File: src/rtl/serial_subtractor_ctrl.sv
// Bit-serial WIDTH-bit subtractor controller.
// Runs one full-subtractor cell LSB first, one bit per clock.
module serial_subtractor_ctrl #(
    parameter int WIDTH = 8
) (
    input  logic             clk,
    input  logic             rst,
    input  logic             start,
    input  logic [WIDTH-1:0] a,
    input  logic [WIDTH-1:0] b,
    input  logic             bin,
    output logic             busy,
    output logic             done,
    output logic [WIDTH-1:0] diff,
    output logic             bout,
    output logic             ovf
);

    localparam int CW = $clog2(WIDTH);
    localparam logic [CW-1:0] LAST = CW'(WIDTH - 1);

    typedef enum logic [1:0] {
        S_IDLE,
        S_RUN,
        S_DONE
    } state_t;

    state_t state;
    state_t state_nx;

    logic [WIDTH-1:0] a_sr;
    logic [WIDTH-1:0] b_sr;
    logic [WIDTH-1:0] res;
    logic [WIDTH-1:0] res_nx;
    logic [CW-1:0]    cnt;
    logic             br;
    logic             a_msb;
    logic             b_msb;
    logic             cell_d;
    logic             cell_b;
    logic             last;

    assign cell_d = a_sr[0] ^ b_sr[0] ^ br;
    assign cell_b = (~a_sr[0] & b_sr[0]) | (~(a_sr[0] ^ b_sr[0]) & br);
    assign res_nx = {cell_d, res[WIDTH-1:1]};
    assign last   = (cnt == LAST);

    // State register.
    always_ff @(posedge clk or posedge rst) begin
        if (rst) begin
            state <= S_IDLE;
        end else begin
            state <= state_nx;
        end
    end

    // Next state and decoded handshake outputs.
    always_comb begin
        state_nx = state;
        busy     = 1'b0;
        done     = 1'b0;
        unique case (state)
            S_IDLE: begin
                if (start) begin
                    state_nx = S_RUN;
                end
            end
            S_RUN: begin
                busy = 1'b1;
                if (last) begin
                    state_nx = S_DONE;
                end
            end
            S_DONE: begin
                busy     = 1'b1;
                done     = 1'b1;
                state_nx = S_IDLE;
            end
            default: begin
                state_nx = S_IDLE;
            end
        endcase
    end

    // Operand shifters, borrow chain and bit counter.
    always_ff @(posedge clk or posedge rst) begin
        if (rst) begin
            a_sr  <= '0;
            b_sr  <= '0;
            res   <= '0;
            br    <= 1'b0;
            cnt   <= '0;
            a_msb <= 1'b0;
            b_msb <= 1'b0;
        end else if (state == S_IDLE && start) begin
            a_sr  <= a;
            b_sr  <= b;
            res   <= '0;
            br    <= bin;
            cnt   <= '0;
            a_msb <= a[WIDTH-1];
            b_msb <= b[WIDTH-1];
        end else if (state == S_RUN) begin
            a_sr <= a_sr >> 1;
            b_sr <= b_sr >> 1;
            res  <= res_nx;
            br   <= cell_b;
            // Hold on the final bit so the counter never wraps.
            if (!last) begin
                cnt <= cnt + 1'b1;
            end
        end
    end

    // Result registers, loaded only when the last bit completes.
    always_ff @(posedge clk or posedge rst) begin
        if (rst) begin
            diff <= '0;
            bout <= 1'b0;
            ovf  <= 1'b0;
        end else if (state == S_RUN && last) begin
            diff <= res_nx;
            bout <= cell_b;
            ovf  <= (a_msb ^ b_msb) & (a_msb ^ cell_d);
        end
    end

endmodule

File: config.mk
export PLATFORM = sky130hd
export DESIGN_NAME = serial_subtractor_ctrl
export DESIGN_NICKNAME = d
export VERILOG_FILES = /design/src/rtl/serial_subtractor_ctrl.sv
export SDC_FILE = /design/constraint.sdc
export NUM_CORES = 1
export LEC_CHECK = 0
export CAP_MARGIN = 20
export CELL_PAD_IN_SITES_DETAIL_PLACEMENT = 0
export CELL_PAD_IN_SITES_GLOBAL_PLACEMENT = 1
export CORE_MARGIN = 2
export CORE_UTILIZATION = 41
export CTS_CLUSTER_DIAMETER = 100
export DETAILED_ROUTE_END_ITERATION = 12
export GPL_TIMING_DRIVEN = 1
export PLACE_DENSITY_LB_ADDON = 0.1
export REMOVE_ABC_BUFFERS = 1
export SLEW_MARGIN = 20
export SYNTH_ARGS = -nofsm -noshare
export SYNTH_HDL_FRONTEND = slang
export SYNTH_SLANG_ARGS = --single-unit
File: constraint.sdc
create_clock -name clk -period 1.7 [get_ports clk]
set_input_delay 0.17 -clock clk [delete_from_list [all_inputs] [get_ports clk]]
set_output_delay 0.17 -clock clk [all_outputs]
set_load 0.01 [all_outputs]
After elaboration in Yosys (flattened, before gate mapping)

Index checks and enable logic that the tools add are counted.

Flip-flop bits (word level): 42

Add/subtract/negate cells: 1
Eq/ne operators: 6
Mux-type cells: 16
Bitwise gates (word level): 10
Reduce and logical (&&, ||, !) cells: 7

Operator list:

| kind                | number |
|---|---|
| $mux 8              | 6 |
| $mux 3              | 3 |
| $mux 1              | 4 |
| $mux 2              | 2 |
| $ne 2x2->1 const B  | 2 |
| $pmux 2 s2          | 1 |
| $reduce_and 2->1    | 2 |
| $xor 1x1->1         | 4 |
| $add 3x1->3 const B | 1 |
| $and 1x1->1         | 3 |
| $eq 3x3->1 const B  | 1 |
| $eq 2x1->1 const B  | 1 |
| $eq 2x2->1 const B  | 1 |
| $logic_and 1x1->1   | 2 |
| $logic_not 2->1     | 1 |
| $ne 2x1->1 const B  | 1 |
| $not 1->1           | 2 |
| $reduce_bool 2->1   | 1 |
| $reduce_or 2->1     | 1 |
| $or 1x1->1          | 1 |

Longest topological paths before layout

Gate-level depths: netlist of the first run.

Depth in word-level cells: 6
Mapped depth: 7
Depth with buffers taken out: 5

Worst setup path after synthesis of the first run

OpenSTA, ideal clock, no wires.

Path kind: reg2reg
Start: reg cnt[0]
End: reg state[0]
Library setup time: 0.125 ns
Arrival time: 1.392 ns
Path slack: 0.183 ns
Stages on the path, launching flop included: 6
Buffers on the path: 0
Path through: dfrtp_1 -> ha_1 -> ha_1 -> and2b_4 -> nor2_2 -> mux2_4

Word-level cells in the longest chain between the ends: 3

RTL lines:

| item                       | line | source |
|---|---|---|
| from (decl)                | 35   | `logic [CW-1:0] cnt;` |
| from (signal assigned)     | 110  | `cnt <= cnt + 1'b1;` |
| $eq 3x3->1                 | 46   | `assign last = (cnt == LAST);` |
| $ne 2x2->1 (no line)       | n/a  |  |
| $reduce_and 2->1 (no line) | n/a  |  |
| to (signal assigned)       | 53   | `state <= state_nx;` |
| to (decl)                  | 28   | `state_t state;` |

Every way passes these cells.
A chain may end at the register's enable or synchronous reset.

Final worst setup path of the first run

Start: reg state[0]
End: out done

Word-level cells in the longest chain between the ends: 2

RTL lines:

| item       | line | source |
|---|---|---|
| $eq 2x2->1 | 62   | `unique case (state)` |
| $mux 1     | 62   |  |
| to (decl)  | 13   | `output logic done,` |

Every way passes these cells.

==> results of run 1 <==
critical path, stage by stage (launching register included):
cell and delay (ns):
dfrtp_1 0.38, inv_1 0.11, ha_1 0.15, clkdlybuf4s50_1 0.52
cells in the final DEF (no fill, tap or decap), drive strengths merged, types with 6 or more instances in the layout:
cell           Yosys  final
dfrtp             41     41
clkdlybuf4s50      0     30
mux2i             23     23
nand2             19     19
o21ai             18     18
nor2              13     13
mux2              11     11
clkbuf             1      7
buf                8      7
ha                 6      6
cells in the mapped netlist:
master    number  share of area, %
a21oi_1        1              0.27
a22o_1         2              0.94
and2_1         1              0.34
and2b_1        1              0.40
and2b_4        1              0.54
and3b_1        1              0.47
buf_2          4               1.1
buf_4          1              0.40
buf_6          3               1.8
clkbuf_1       1              0.20
dfrtp_1       41                55
fa_1           1               1.1
ha_1           6               4.0
inv_1          5               1.0
mux2_2        10               6.0
mux2_4         1              0.81
mux2i_1       23                12
nand2_1       18               3.6
nand2_4        1              0.60
nor2_1        12               2.4
nor2_2         1              0.34
nor2b_1        1              0.34
o21ai_0       15               4.0
o21ai_1        3              0.81
o22a_1         1              0.47
xnor2_1        1              0.47
sequential cells by signal (all words and copies together) (netlist names):
| register | flops |
|---|---|
| state | 2 |
| bout | 1 |
| res | 7 |
| a_msb | 1 |
| b_msb | 1 |
| br | 1 |
| diff | 8 |
| b_sr | 8 |
| ovf | 1 |
| cnt | 3 |
| a_sr | 8 |
kinds of logic (layout without fill, tap and decap cells):
family | count (synthesis) | in the layout | synth area share, %
flops | 41 | 41 | 55.1
simple gates | 37 | 37 | 9.07
mux | 34 | 34 | 19.2
compound gates | 22 | 22 | 6.52
buf+inv | 14 | 51 | 4.50
fa+ha+maj | 7 | 7 | 5.11
xor+xnor | 1 | 1 | 0.471
layout make-up:
cell class / count / area share (%)
well taps: 52 / 2.78
repair buffers: 38 / 16.0
flip-flops and latches: 41 / 43.9
clock inverters: 1 / 0.214
clock buffers: 7 / 4.12
inverters: 5 / 0.803
multi-input cells: 101 / 32.2
power by group through the flow:
stage	clock, mW	sequential [mW]	combinational (mW)
floorplan	0	1.57	1.09
global placement	0	1.59	1.53
detailed placement	0	1.61	1.58
CTS	0.706	1.58	1.61
global route	0.752	1.63	1.75
finish	0.677	1.58	1.57
timing repair:
action                                  CTS  global route
buffers inserted                          2             0
hold buffers                              0             0
gates resized for setup                   1             0
endpoints found under the setup margin    1             0
stage by stage:
stage	std cells	util [%]	worst slack (ns)
floorplan	147	-	-0.477
global placement	235	51.0	0.169
detailed placement	235	51.0	0.125
CTS	245	53.7	0.0639
global route	245	53.7	0.00764
finish	245	53.7	0.0880
layer usage:
layer  global-route usage, %  vias to the layer above  part of all wire [%]
li1                        -                      592                     -
met1                    16.8                      551                    48
met2                    21.3                       24                    47
met3                    4.64                        5                   3.9
met4                    4.40                        0                  0.81
met5                       0                        -                     0
worst max-delay path by stage:
| stage | start | end | slack [ns] | depth (start not counted) |
|---|---|---|---|---|
| after global placement | cnt[0] | state[0] | 0.17 | 5 |
| after global routing | state[0] | done | 0.008 | 3 |
| after detailed placement | cnt[0] | state[0] | 0.12 | 5 |
| after floorplan | state[1] | state[0] | -0.48 | 5 |
| after CTS | state[0] | done | 0.06 | 3 |
| final | state[0] | done | 0.09 | 3 |
==> summary.md, run 1 <==
| Metric | Value |
|---|---|
| Clock-pin slew on the worst setup and hold paths | `~0.080 ns` |
| Total wire length | `approximately 3000 um` |
| RR Endpoint | `state[0]` |
| Rel. slew slack | `approximately two thirds` |
| DP Area | `between 2000 and 2500 um2` |
| Antenna violations before repair | `0` |
| Fmax | `~620 MHz` |
| First-pass GRT wire length | `about 5200 um` |
| DIE AREA | `just over 5000 um2` |
| Reg2Reg Setup Slack | `around 0.11 ns` |
| Crit-path max FO | `3` |
| Vias in the first global route | `1118` |
| Gpl congestion | `0.680` |
| Hold Path Class | `input pin to asynchronous set/reset pin` |
| GRT Util Overall | `a little over an eighth` |
| Power Total | `roughly 3.8 mW` |
| Die width | `71.4 um` |
| Internal | `about 2.6 mW` |
| Routed length per instance | `12.6 um` |
| Status | `complete, no violations` |
| Nets | `roughly 220` |
| Crit start category | `flip-flop` |
| Clk sinks | `~40` |
| Multi-input logic area | `approximately 750 um2` |
| 1st-pass router iterations | `3` |
| Clock tree buffer depth | `2` |
| Synthesized area | `approximately 1900 um2` |
| CTS root buf | `clkbuf_8` |
| Sequential area share after synthesis | `between 50% and 60%` |
| #FFs+latches synth | `between 40 and 50` |
| Count of cell types in the netlist | `26` |
| Leak | `around 1.1 nW` |
| Detailed Place HPWL | `between 2000 and 2500 um` |
| H-tree depth | `2` |
| Skew-Pair Late Insertion Delay | `approximately 0.28 ns` |
| Unrepaired setup endpoints after global routing | `no` |
| Post-route cell area | `approximately 2300 um2` |
| Final setup fails | `0` |
| # fillers | `389` |
| Max Cap Violations | `0` |
| WHS | `~0.32 ns` |
| Peak supply drop | `just over 600 uV` |
| Final ANT Viol Nets | `0` |
| Critical R2R Launch | `cnt[0]` |
| Sw frac | `33.1%` |
| Ant diodes | `0` |
| Synth Instances | `156` |
| DRT iter0 DRCs | `24` |
| Post-route minimum period | `1.61 ns` |
| Final Max Slew Viols | `0` |
| Reg2reg path depth | `5` |
| Sequential power share | `41.2%` |
| Worst Clk Skew | `0.00638 ns` |
| P&R area growth vs syn | `25.5%` |
| Combinational cell fraction of total power | `between 40% and 50%` |
| Crit path DAT | `about 1.4 ns` |
| Layout cells sized above 1 | `between 15 and 20%` |
| Starting Density | `approximately 43%` |
| Via/cell ratio | `approximately 4.8` |
| Vias | `1172` |
| Pin count of the biggest net entering global routing | `42` |
| Num CTS Buffers | `5` |
| DRC | `0` |
| Crit end category | `output port` |
| Clk pwr share | `approximately 18%` |
| Overflow after GRT | `0` |
| Kind of critical path | `flip-flop to output port` |
| Cell Rows | `24` |
| Final period util | `a little over nine tenths` |
| Synth Area per Inst | `11.9 um2` |
| Yosys warns | `0` |
| I/O Buffers | `31` |
| Register Area | `1030 um2` |
| Setup TNS | `0 ns` |
| Die Ht | `approximately 70 um` |
| Req. time, crit path | `approximately 1.5 ns` |
| Slew @ Worst Pin | `between 0.5 and 0.6 ns` |
| CTS tree | `done` |
| Ports | `32` |
| Core Area | `roughly 4400 um2` |
| Fin. Hold Viols | `0` |
| NetSw | `roughly 1.3 mW` |
| Pwr dens | `approximately 1600 nW/um2` |
(Power assumes the default switching activity.)
==> inputs of run 2 (changes only) <==
--- a/config.mk
+++ b/config.mk
@@ -12,9 +12,10 @@
 export CORE_UTILIZATION = 41
 export CTS_CLUSTER_DIAMETER = 100
 export DETAILED_ROUTE_END_ITERATION = 12
-export GPL_TIMING_DRIVEN = 1
+export GPL_TIMING_DRIVEN = 0
 export PLACE_DENSITY_LB_ADDON = 0.1
 export REMOVE_ABC_BUFFERS = 1
+export SETUP_SLACK_MARGIN = 0.05
 export SLEW_MARGIN = 20
 export SYNTH_ARGS = -nofsm -noshare
 export SYNTH_HDL_FRONTEND = slang
==> run 2 against run 1 <==
Effect of this change: utilization increased by 1.7 points; clock-buffer cell count decreased by 2; global-route usage rose by 0.14 points; sequential power about the same; worst hold slack worse by 0.088 ns; critical path type is now flip-flop to flip-flop; critical endpoint is now b_msb.
==> summary.md, run 2 (synthesized netlist as in run 1, its figures left out) <==
| Metric | Value |
|---|---|
| Crit end category | `flip-flop` |
| Via/cell ratio | `4.81 (+0.60%)` |
| Pwr dens | `1730 nW/um2 (+5.6%)` |
| 1st-pass router iterations | `3 (unchanged)` |
| Cells along the critical path | `inv_1 -> ha_1 -> and2_4 -> mux2_2` |
| Cell Rows | `24 (unchanged)` |
| Die width | `71.4 um (unchanged)` |
| Slowest cell delay on critical path | `0.38 ns (-0.14 ns)` |
| Sequential power share | `37.9% (-3.3 points)` |
| Skew-Pair Late Insertion Delay | `0.29 ns (about the same)` |
| Clock-pin slew on the worst setup and hold paths | `0.07 ns (about the same)` |
| Vias | `1179 (+0.60%)` |
| Internal | `2.84 mW (+11%)` |
| Unrepaired setup endpoints after global routing | `no` |
| H-tree depth | `2 (unchanged)` |
| Clk pwr share | `21.8% (+4.1 points)` |
| Nets | `219 (unchanged)` |
| Critical Path Start | `state[1]` |
| Slew @ Worst Pin | `0.500 ns (-0.0124 ns)` |
| DRC | `0 (unchanged)` |
| Max Cap Violations | `0 (unchanged)` |
| Commonest non-fill, non-tap cell in the layout | `dfrtp_1` |
| Vias in the first global route | `1164 (+4.1%)` |
| Crit start category | `flip-flop` |
| Fin. Hold Viols | `0 (unchanged)` |
| DRT iter0 DRCs | `29 (+21%)` |
| Pin count of the biggest net entering global routing | `46 (+9.5%)` |
| Total wire length | `3320 um (+7.5%)` |
| Final Max Slew Viols | `0 (unchanged)` |
| Gpl congestion | `0.701 (+3.0%)` |
| Combinational cell fraction of total power | `40.4% (-0.7 points)` |
| Leak | `1.17 nW (+2.7%)` |
| Worst Clk Skew | `0.00613 ns (-0.000253 ns)` |
| Antenna violations before repair | `0 (unchanged)` |
| Crit path DAT | `1.76 ns (+0.32 ns)` |
| Ant diodes | `0 (unchanged)` |
| Starting Density | `42.8% (unchanged)` |
| Clock tree buffer depth | `2 (unchanged)` |
| Ports | `32 (unchanged)` |
| Cts hold-fix bufs | `0 (unchanged)` |
| Post-route minimum period | `1.59 ns (-0.0267 ns)` |
| NetSw | `1.32 mW (+4.4%)` |
| Critical R2R Launch | `state[1]` |
| Overflow after GRT | `0 (unchanged)` |
| Crit-path max FO | `23 (+20)` |
| Kind of critical path | `flip-flop to flip-flop` |
| Rel. slew slack | `66.6% (+0.78 points)` |
| Detailed Place HPWL | `2170 um (about the same)` |
| Core Area | `4350 um2 (unchanged)` |
| DIE AREA | `5100 um2 (unchanged)` |
| Final period util | `93.3% (-1.6 points)` |
| Commonest non-fill, non-tap cells in the layout | `dfrtp_1 (41), clkdlybuf4s50_1 (29), mux2i_1 (23)` |
| P&R area growth vs syn | `29.5%` |
| Hold Path Class | `input pin to asynchronous set/reset pin` |
| Final ANT Viol Nets | `0 (unchanged)` |
| Clk sinks | `41 (unchanged)` |
| Slowest cell on crit path | `dfrtp_1` |
| I/O Buffers | `31 (unchanged)` |
| Die Ht | `71.4 um (unchanged)` |
| Routed length per instance | `13.6 um (+7.5%)` |
| Num CTS Buffers | `5 (unchanged)` |
| Layout cells sized above 1 | `16.6% (+1.6 points)` |
| First-pass GRT wire length | `5300 um (+2.1%)` |
| CTS tree | `done` |
| Sw frac | `31.7% (-1.4 points)` |
| Req. time, crit path | `1.88 ns (+0.35 ns)` |
| Power Total | `4.16 mW (+8.9%)` |
| Status | `complete, no violations` |
| Top Registers | `a_sr x8, b_sr x8, diff x8` |
| Fin util | `55.4% (+1.7 points)` |
| Fmax | `631 MHz (+1.7%)` |
| Peak supply drop | `727 uV (+17%)` |
| GRT Util Overall | `13.4% (+0.14 points)` |
| WHS | `0.228 ns (-0.0880 ns)` |
| CTS root buf | `clkbuf_8` |
| Final setup fails | `0 (unchanged)` |
-- run 2: worst max-delay path: cells and delay by family (launching register included) --
| kind | cells | cell delay [ns] |
|---|---|---|
| DFF | 1 | 0.38 |
| buffers and inverters | 1 | 0.13 |
| adders and majority gates | 1 | 0.27 |
| muxes | 1 | 0.37 |
| and+or+nand+nor | 1 | 0.32 |
-- run 2: area by class of cell --
cell class,count,area [um2]
multi-input cells,102,774
clock inverters,3,65.1
fillers,366,1940
inverters,5,18.8
flip-flops and latches,41,1030
well taps,52,65.1
clock buffers,5,68.8
repair buffers,37,393
-- run 2: path summary, 6_finish.rpt --
kind / to / slack [ns] / cells after the start
worst min-delay path: diff[0] / 0.23 / 2
min in group clk: b_sr[1] / 0.42 / 3
worst min register to register: bout / 0.50 / 2
worst max-delay path: b_msb / 0.11 / 4
max in group asynchronous: b_sr[0] / 1.01 / 3
worst max register to register: b_msb / 0.11 / 4
-- run 2: repair_timing --
item | in CTS | in global routing
pin swaps | 0 | 2
resized for setup | 4 | 0
setup endpoints to repair | 33 | 5
cloned | 0 | 1
buffers inserted | 2 | 2
-- run 2: through the flow --
stage | TNS (ns) | setup WS (ns) | area [um2] | std cells
after floorplan | -9.52 | -0.477 | 1800 | 147
after global placement | -34.92 | -0.814 | 2170 | 230
after detailed placement | -1.12 | -0.184 | 2230 | 232
after CTS | 0 | 0.000585 | 2390 | 242
after global routing | 0 | 0.0594 | 2410 | 245
final | 0 | 0.115 | 2410 | 245
-- run 2: power by group through the flow --
stage	clock [mW]	sequential [mW]	combinational, mW
after global routing	0.972	1.64	1.87
after detailed placement	0	1.61	1.60
after global placement	0	1.59	1.48
after CTS	0.938	1.58	1.65
after floorplan	0	1.57	1.09
final	0.906	1.58	1.68
-- run 2: per-layer routing --
layer	track usage (%)	wire, um	up-vias	share of wire [%]
met3	4.36	152	5	4.6
met1	16.3	1550	549	47
li1	-	-	599	-
met5	0	0	-	0
met4	4.40	34	0	1.0
met2	22.5	1590	26	48
==> inputs of run 3 (changes only) <==
--- a/config.mk
+++ b/config.mk
@@ -9,7 +9,7 @@
 export CELL_PAD_IN_SITES_DETAIL_PLACEMENT = 0
 export CELL_PAD_IN_SITES_GLOBAL_PLACEMENT = 1
 export CORE_MARGIN = 2
-export CORE_UTILIZATION = 41
+export CORE_UTILIZATION = 35
 export CTS_CLUSTER_DIAMETER = 100
 export DETAILED_ROUTE_END_ITERATION = 12
 export GPL_TIMING_DRIVEN = 0
==> run 3 against run 2 <==
Effect of this change: setup slack got worse by 0.012 ns; power grew 0.75%; largest cell class unchanged; critical path type unchanged; non-clock buffer count is 2 lower; clock power is 2% higher.
==> summary.md, run 3 (synthesized netlist as in run 1, its figures left out) <==
| Metric | Value |
|---|---|
| Detailed Place HPWL | `2250 um (+3.4%)` |
| NetSw | `1.36 mW (+2.8%)` |
| WHS | `0.238 ns (+0.0102 ns)` |
| First-pass GRT wire length | `5510 um (+3.9%)` |
| Slew @ Worst Pin | `0.534 ns (+0.0343 ns)` |
| GRT Util Overall | `11.9% (-1.5 points)` |
| Num CTS Buffers | `5 (unchanged)` |
| Kind of critical path | `flip-flop to flip-flop` |
| Fin. Hold Viols | `0 (unchanged)` |
| Core Area | `5110 um2 (+17%)` |
| Crit-path max FO | `4 (-83%)` |
| Crit end category | `flip-flop` |
| Combinational cell fraction of total power | `40.1% (-0.3 points)` |
| Sequential power share | `37.8% (about the same)` |
| Ant diodes | `0 (unchanged)` |
| Total wire length | `3570 um (+7.5%)` |
| DRC | `0 (unchanged)` |
| Internal | `2.84 mW (-0.22%)` |
| Vias in the first global route | `1207 (+3.7%)` |
| CTS root buf | `clkbuf_8` |
| Final period util | `94.0% (+0.71 points)` |
| Crit path DAT | `1.78 ns (+0.02 ns)` |
| Commonest non-fill, non-tap cell in the layout | `dfrtp_1` |
| Commonest non-fill, non-tap cells in the layout | `dfrtp_1 (41), clkdlybuf4s50_1 (29), mux2i_1 (23)` |
| Pwr dens | `1730 nW/um2 (about the same)` |
| Vias | `1205 (+2.2%)` |
| DRT iter0 DRCs | `38 (+31%)` |
| DP Area | `2250 um2 (+1.0%)` |
| P&R area growth vs syn | `30.6%` |
| Top Registers | `a_sr x8, b_sr x8, diff x8` |
| Die Ht | `76.9 um (+7.8%)` |
| Worst Clk Skew | `0.00900 ns (+0.00287 ns)` |
| Ports | `32 (unchanged)` |
| Antenna violations before repair | `0 (unchanged)` |
| 1st-pass router iterations | `3 (unchanged)` |
| Final Max Slew Viols | `0 (unchanged)` |
| Crit start category | `flip-flop` |
| Worst setup slack after placement | `-0.157 ns (+0.0279 ns)` |
| Clk sinks | `41 (unchanged)` |
| Clk pwr share | `22.1% (+0.3 points)` |
| Fmax | `626 MHz (-0.75%)` |
| Via/cell ratio | `4.60 (-4.4%)` |
| Unrepaired setup endpoints after global routing | `yes` |
| Gpl congestion | `0.652 (-7.0%)` |
| Dpl cells | `250 (+7.8%)` |
| Fin cells | `262 (+6.9%)` |
| Peak supply drop | `751 uV (+3.2%)` |
| Overflow after GRT | `0 (unchanged)` |
| Rel. slew slack | `64.4% (-2.3 points)` |
| Clock tree buffer depth | `2 (unchanged)` |
| Post-route cell area | `2430 um2 (+0.83%)` |
| Hold Path Class | `input pin to asynchronous set/reset pin` |
| Leak | `1.16 nW (-0.50%)` |
| Die width | `76.9 um (+7.8%)` |
| Status | `complete, no violations` |
| Req. time, crit path | `1.88 ns (about the same)` |
| Starting Density | `36.5% (-6.3 points)` |
| Fin util | `47.6% (-7.8 points)` |
| Pin count of the biggest net entering global routing | `46 (unchanged)` |
| Final setup fails | `0 (unchanged)` |
| I/O Buffers | `31 (unchanged)` |
| H-tree depth | `2 (unchanged)` |
| Final setup margin | `0.103 ns (-0.0120 ns)` |
| Sw frac | `32.4% (+0.66 points)` |
| Cell Rows | `26 (+8.3%)` |
| Max Cap Violations | `0 (unchanged)` |
| Clock-pin slew on the worst setup and hold paths | `0.08 ns (about the same)` |
| Skew-Pair Late Insertion Delay | `0.30 ns (about the same)` |
| Routed length per instance | `13.6 um (+0.55%)` |
| Layout cells sized above 1 | `16.1% (-0.43 points)` |
| Nets | `218 (-0.46%)` |
| Final ANT Viol Nets | `0 (unchanged)` |
| DIE AREA | `5920 um2 (+16%)` |
| Post-route minimum period | `1.60 ns (+0.0120 ns)` |
| CTS tree | `done` |
## run 3: changes by cell type in the layout (fill, tap and decap cells not counted), sizes merged
cell  delta
buf      -2
and2     +1
## run 3: critical path, stage by stage, from the launching register on
cell and delay [ns]:
dfrtp_1 0.40, ha_1 0.21, ha_1 0.23, and2b_4 0.31, nor2_4 0.05, mux2_4 0.29
## run 3: worst paths after layout
| check | startpoint | to | slack, ns | cells after the start |
|---|---|---|---|---|
| min | rst | res[1] | 0.24 | 2 |
| max reg2reg | cnt[0] | state[0] | 0.10 | 5 |
| min in group clk | b[1] | b_sr[1] | 0.41 | 3 |
| min reg2reg | ovf | ovf | 0.50 | 2 |
| max in group asynchronous | rst | b_sr[6] | 0.98 | 3 |
| max | cnt[0] | state[0] | 0.10 | 5 |
## run 3: timing repair
action                                  CTS  global route
buffers inserted                          2             0
endpoints found under the hold margin     0             0
hold buffers                              0             0
gates resized for setup                   4             1
cloned                                    0             2
pin swaps                                 0             1
endpoints found under the setup margin   33             5
## run 3: per-stage QoR
step	total power, mW	setup TNS, ns
global placement	3.08	-36.96
global route	4.52	0
floorplan	2.66	-9.52
finish	4.20	0
CTS	4.21	0
detailed placement	3.22	-0.911
## run 3: layout make-up
cell class	count	area, um2
repair buffers	35	378
multi-input cells	103	787
well taps	70	87.6
clock buffers	5	68.8
clock inverters	3	65.1
flip-flops and latches	41	1030
fillers	494	2680
inverters	5	18.8
## run 3: routing by layer
metal	wire length (um)	vias to the layer above	GRT usage, %
met2	1750	26	19.7
met4	66	0	6.00
li1	-	595	-
met3	127	6	4.00
met1	1630	578	13.7
met5	0	-	0
## run 3: power by group through the flow
| stage | clock network, mW | logic [mW] | registers (mW) |
|---|---|---|---|
| finish | 0.926 | 1.68 | 1.59 |
| global route | 1.00 | 1.88 | 1.64 |
| CTS | 0.957 | 1.66 | 1.59 |
| detailed placement | 0 | 1.61 | 1.62 |
| global placement | 0 | 1.48 | 1.59 |
| floorplan | 0 | 1.09 | 1.57 |
